File: config.mk
export PLATFORM = sky130hd
export DESIGN_NAME = timing_check_monitor
export DESIGN_NICKNAME = d
export VERILOG_FILES = /design/src/rtl/timing_check_monitor.sv
export SDC_FILE = /design/constraint.sdc
export NUM_CORES = 1
export LEC_CHECK = 0
export BUFFER_PORTS_ARGS = -buffer_cell sky130_fd_sc_hd__buf_2
export CORE_UTILIZATION = 37
export CTS_BUF_LIST = sky130_fd_sc_hd__clkbuf_16
export DETAILED_ROUTE_END_ITERATION = 10
export PLACE_DENSITY_LB_ADDON = 0.08
export SLEW_MARGIN = 20
export SYNTH_ARGS = -nofsm -noshare
export SYNTH_HDL_FRONTEND = slang
export SYNTH_SLANG_ARGS = --single-unit
File: constraint.sdc
create_clock -name clk -period 4.41 [get_ports clk]
set_input_delay 0.882 -clock clk [delete_from_list [all_inputs] [get_ports clk]]
set_output_delay 0.882 -clock clk [all_outputs]
set_load 0.05 [all_outputs]
File: src/rtl/timing_check_monitor.sv
// -----------------------------------------------------------------------------
// timing_check_monitor
//
// Cycle-based setup/hold monitor for NUM_CH data channels against a single
// reference signal. It works like a simulator timing check, but is
// synthesizable and measures in clk cycles.
//
// Each input is compared against a registered copy of itself to detect
// events.
// - A setup violation is raised when a reference event arrives fewer than
//   SETUP_CYC cycles after a data event on a channel. This includes a data
//   event in the same cycle as the reference event.
// - A hold violation is raised when a data event lands inside the HOLD_CYC
//   window that opens after a reference event.
// - Violations are reported as registered one-cycle pulses. Each pulse is
//   counted into a saturating total, and a notifier toggles once per cycle
//   in which any violation fires.
//
// Parameters
//   NUM_CH    : number of data channels (1..32)
//   SETUP_CYC : minimum data-to-reference spacing in cycles, 0 disables
//   HOLD_CYC  : hold window length after a reference event, 0 disables
//   CNT_W     : width of the spacing/hold counters and the violation count
//   DATA_EDGE : 0 any change, 1 rising, 2 falling
//   REF_EDGE  : 0 rising, 1 falling
//
// Ports
//   clk          : clock, all logic on the rising edge
//   rst_n        : asynchronous active-low reset
//   enable_i     : checking enabled when high
//   clear_i      : synchronous clear of the count, the notifier and the
//                  since-data counters
//   ref_i        : reference signal, synchronous to clk
//   data_i       : data signals, synchronous to clk
//   setup_viol_o : per-channel one-cycle setup violation pulse
//   hold_viol_o  : per-channel one-cycle hold violation pulse
//   notifier_o   : toggles once per cycle with any violation
//   viol_cnt_o   : saturating total violation count
// -----------------------------------------------------------------------------
module timing_check_monitor #(
  parameter int NUM_CH    = 4,
  parameter int SETUP_CYC = 3,
  parameter int HOLD_CYC  = 2,
  parameter int CNT_W     = 8,
  parameter int DATA_EDGE = 0,
  parameter int REF_EDGE  = 0
) (
  input  logic              clk,
  input  logic              rst_n,
  input  logic              enable_i,
  input  logic              clear_i,
  input  logic              ref_i,
  input  logic [NUM_CH-1:0] data_i,
  output logic [NUM_CH-1:0] setup_viol_o,
  output logic [NUM_CH-1:0] hold_viol_o,
  output logic              notifier_o,
  output logic [CNT_W-1:0]  viol_cnt_o
);

  localparam logic [CNT_W-1:0] CNT_MAX   = '1;
  localparam logic [CNT_W-1:0] HOLD_LD   = CNT_W'(HOLD_CYC);
  localparam logic [CNT_W:0]   SETUP_LIM = (CNT_W+1)'(SETUP_CYC);
  localparam int               SUM_W     = CNT_W + 8;

  // Input history used for event detection.
  logic              ref_q;
  logic [NUM_CH-1:0] data_q;
  logic              ref_evt;
  logic [NUM_CH-1:0] data_evt;

  // Per-channel cycles since the last data event, plus the shared hold window.
  logic [CNT_W-1:0]  since_q [NUM_CH];
  logic [CNT_W-1:0]  since_d [NUM_CH];
  logic [CNT_W-1:0]  hold_q, hold_d;

  logic [NUM_CH-1:0] setup_viol_q, setup_viol_d;
  logic [NUM_CH-1:0] hold_viol_q, hold_viol_d;
  logic              notifier_q, notifier_d;
  logic [CNT_W-1:0]  viol_cnt_q, viol_cnt_d;

  logic [7:0]        viol_pop;
  logic [SUM_W-1:0]  viol_sum;

  // Event qualification against the registered copy of each input.
  always_comb begin
    case (DATA_EDGE)
      1:       data_evt = data_i & ~data_q;
      2:       data_evt = ~data_i & data_q;
      default: data_evt = data_i ^ data_q;
    endcase
    ref_evt = (REF_EDGE == 1) ? (~ref_i & ref_q) : (ref_i & ~ref_q);
  end

  always_comb begin
    // NOTE: every combinational output gets a default first, so no path can
    // leave a value unassigned and infer a latch.
    hold_d       = hold_q;
    setup_viol_d = '0;
    hold_viol_d  = '0;
    viol_pop     = '0;

    // The hold window reloads on every reference event, including one that
    // arrives while the window is still open. While disabled it stays closed.
    if (!enable_i) begin
      hold_d = '0;
    end else if (ref_evt && (HOLD_CYC > 0)) begin
      hold_d = HOLD_LD;
    end else if (hold_q != '0) begin
      hold_d = hold_q - 1'b1;
    end

    for (int i = 0; i < NUM_CH; i++) begin
      if (clear_i) begin
        since_d[i] = CNT_MAX;
      end else if (data_evt[i]) begin
        since_d[i] = '0;
      end else if (since_q[i] == CNT_MAX) begin
        since_d[i] = CNT_MAX;
      end else begin
        since_d[i] = since_q[i] + 1'b1;
      end

      if (enable_i) begin
        // The counter is 0 in the cycle after the data event, so the
        // data-to-reference spacing is since_q + 1. A same-cycle data event
        // is spacing 0.
        if ((SETUP_CYC > 0) && ref_evt &&
            (data_evt[i] || (({1'b0, since_q[i]} + (CNT_W+1)'(1)) < SETUP_LIM))) begin
          setup_viol_d[i] = 1'b1;
        end
        // A data event that coincides with a reference event is a setup
        // matter only.
        if ((HOLD_CYC > 0) && data_evt[i] && !ref_evt && (hold_q != '0)) begin
          hold_viol_d[i] = 1'b1;
        end
      end

      viol_pop = viol_pop + 8'(setup_viol_d[i]) + 8'(hold_viol_d[i]);
    end

    // The count and the notifier follow the pulses being registered this
    // cycle, so both move in the same cycle the pulse appears. Clear wins
    // over a same-cycle violation.
    viol_sum = SUM_W'(viol_cnt_q) + SUM_W'(viol_pop);
    if (clear_i) begin
      viol_cnt_d = '0;
      notifier_d = 1'b0;
    end else begin
      viol_cnt_d = (viol_sum > SUM_W'(CNT_MAX)) ? CNT_MAX : viol_sum[CNT_W-1:0];
      notifier_d = ((setup_viol_d != '0) || (hold_viol_d != '0)) ? ~notifier_q : notifier_q;
    end
  end

  // NOTE: sequential state uses non-blocking assignments only, so every flop
  // samples the pre-edge values of the others.
  always_ff @(posedge clk or negedge rst_n) begin
    if (!rst_n) begin
      ref_q        <= 1'b0;
      data_q       <= '0;
      hold_q       <= '0;
      setup_viol_q <= '0;
      hold_viol_q  <= '0;
      notifier_q   <= 1'b0;
      viol_cnt_q   <= '0;
      // NOTE: this small counter array is reset explicitly. Its saturated
      // start value means "no recent data event", which must hold before
      // the first reference event.
      for (int i = 0; i < NUM_CH; i++) begin
        since_q[i] <= CNT_MAX;
      end
    end else begin
      ref_q        <= ref_i;
      data_q       <= data_i;
      hold_q       <= hold_d;
      setup_viol_q <= setup_viol_d;
      hold_viol_q  <= hold_viol_d;
      notifier_q   <= notifier_d;
      viol_cnt_q   <= viol_cnt_d;
      for (int i = 0; i < NUM_CH; i++) begin
        since_q[i] <= since_d[i];
      end
    end
  end

  assign setup_viol_o = setup_viol_q;
  assign hold_viol_o  = hold_viol_q;
  assign notifier_o   = notifier_q;
  assign viol_cnt_o   = viol_cnt_q;

endmodule

==> metrics.cfg <==
[outcome]
status = finished with violations
violations = setup timing

[critical_path]
slowest_stage = dfstp_2
path_cells = ha_4 > and3_4 > nor4_1 > a41o_1 > o211ai_1 > a21oi_2 > fa_1 > inv_2 > fa_1 > fa_1 > fa_2 > fa_2 > nor2b_1 > o21ai_1 > nand2b_1 > nand3_1 > nor3b_2 > nor3_1
worst-r2r-cell-count = 18
cp.arrival_ps = 4670
setup.worst_path.start = since_q[8]
critPathTopFamily = adder cells
end_kind = flip-flop
cp.required_ps = 4580
path_buf_inv = 1
crit_top_cell = fa_1
crit_cells = 18
critPathMaxFanout = 4
worst_setup_path_start_kind = flip-flop
crit_path_max_incr_delay_ps = 560
reg2reg_from = since_q[8]
path_class = reg2reg

[sta]
worstMarginPinSlew_ps = 740
timing.final.ws_setup_ps = -88.2
fin_skew_ps = 7.51
hold_violations = 0
finalCriticalPeriod_ps = 4500
fin_setup_tns_ps = -268
fmax_mhz = 222
post-route-period-util_pct = 102
setup-violations-final = 7
slew_viol_final = 0
relSlewSlack_pct = 50.6
rsz0062_at_grt = true
whs_ps = 546

[floorplan]
start_util_pct = 39.0
die_area_mm2 = 0.00975
coreArea_mm2 = 0.00889
rows = 34
dieHeight_um = 98.8
ios = 26
die_x_um = 98.8

[grt]
antenna_found_initial = 0
grt_pass1_vias = 2721
grt_use_total_pct = 17.4
overflow = 0
grt_max_degree = 47
grt_pass1_wl_um = 13200

[cells_and_area]
nets = 448
antennaDiodeCount = 0
area_growth_pct = 26.0
drive_above_1_share_pct = 36.5
final_area_mm2 = 0.00436
final_common_cell = buf_4
final_cell_mix = 45 x buf_4, 32 x dfstp_2, 30 x dfrtp_1, 28 x a21oi_1, 27 x nand2_1
finalNonFillerCells = 535

[drt]
wl_um = 7690
drcViolationCount = 0
drtIter0Drc = 90
drtPass1Iterations = 6
ant_nets = 0
num_vias = 2747
wl_per_cell_um = 14.4
vias_per_cell = 5.13

[clock_tree]
tritoncts = built
cts_buffers = 9
cts.hold.buffers_added = 0
numClockSinks = 62
htree_levels = 3
clk_pin_slew_worst_paths_ps = 50
insertion_delay_ps = 330
cts.path.max_buffers = 2
cts_root_buf = clkbuf_16

[yosys]
post_synth_instance_area_mm2 = 0.00346
ys_seq_elements = 62
synth_nets = 377
synth_edf_count = 0
synthArstFlopShare_pct = 100
syn_avg_cell_area_um2 = 9.87
synthFlopType = dfstp_2
postSynthCellCount = 351
ys_warn_count = 0
ys_types = 51
yosysSeqAreaShare_pct = 45.9

[run]
maxCapViolCount = 0

[placement]
portBuffers = 25
dp.cells = 512
place_area_mm2 = 0.00399
finalWeightedCongestion = 0.838
dp_hpwl_um = 5220

[power_and_ir_drop]
peakVddDrop_mv = 0.201
powerDensity_mw_per_mm2 = 488
power.leakage_uw = 0.00202
power_uw = 2130

[hold_path]
hold_path.class = in2async

==> sequential cells by signal, summed over array words and instances (netlist names) <==
name and count:
data_q 4, ref_q 1, hold_q 8, viol_cnt_o 8, since_q 32, hold_viol_o 4, setup_viol_o 4, notifier_o 1
==> path summary, 6_finish.rpt <==
path	endpoint	slack (ps)
min in group clk	hold_q[7]	550
max in group asynchronous	since_q[10]	3130
min reg2reg	hold_q[7]	550
max reg2reg	viol_cnt_o[6]	-90
min	hold_q[2]	550
max	viol_cnt_o[6]	-90
==> layout make-up <==
class,instances,area [um^2]
Fill cell,838,4530
Multi-Input combinational cell,262,1860
Sequential cell,62,1590
Timing Repair Buffer,69,458
Clock buffer,9,225
Tap cell,108,135
Inverter,18,67.6
Clock inverter,7,27.5
==> through the flow <==
step	setup WS [ps]	utilization, %
2_1_floorplan	-35.9	-
3_3_place_gp	-80.4	44.9
3_5_place_dp	-166	44.9
4_1_cts	-96.5	48.8
5_1_grt	-310	49.1
6_report	-88.2	49.1
==> where the power goes <==
group,switching (uW),internal (uW),total (uW)
sequential,85.8,690,776
combinational,415,335,750
clock,237,366,603
==> cell usage after synthesis, types with 5 or more instances <==
library cell   n  area (um^2)
nand3_1       13         65.1
a21oi_1       30          150
o21ai_0       12         60.1
xor2_1        12          105
xnor2_1       15          131
nand2_1       28          105
or2_2         18          113
o21bai_1      11         82.6
nor3_1         6         30.0
clkbuf_1       5         18.8
nor2_1        21         78.8
ha_1          12          150
fa_1           5          100
inv_1         17         63.8
and3_1         9         56.3
nand2b_1       8         50.1
dfrtp_1       30          751
dfstp_2       32          841
a31oi_1       11         68.8
nor2b_1        5         31.3
==> routing by layer <==
metal,vias to the layer above,routed length (um),track usage [%]
met1,1329,3600,22.5
met5,-,0,0
met3,6,270,4.89
met2,39,3760,28.4
li1,1373,-,-
met4,0,62,5.28
==> kinds of logic after synthesis <==
| group | after synthesis | synth area share (%) |
|---|---|---|
| adder cells (fa/ha/maj) | 17 | 7.22 |
| XOR/XNOR | 27 | 6.83 |
| AO/OA/AOI/OAI | 83 | 14.7 |
| flip-flops | 62 | 45.9 |
| AND/OR/NAND/NOR | 130 | 20.5 |
| multiplexers | 5 | 1.55 |
| buffers and inverters | 27 | 3.25 |
==> timing repair <==
| item | in CTS | in global routing |
|---|---|---|
| buffers inserted | 7 | 0 |
| pin swaps | 5 | 5 |
| endpoints found under the setup margin | 8 | 8 |
| gates cloned | 0 | 0 |
| resized for setup | 8 | 6 |
No activity file was read; power rests on OpenSTA's default activity.
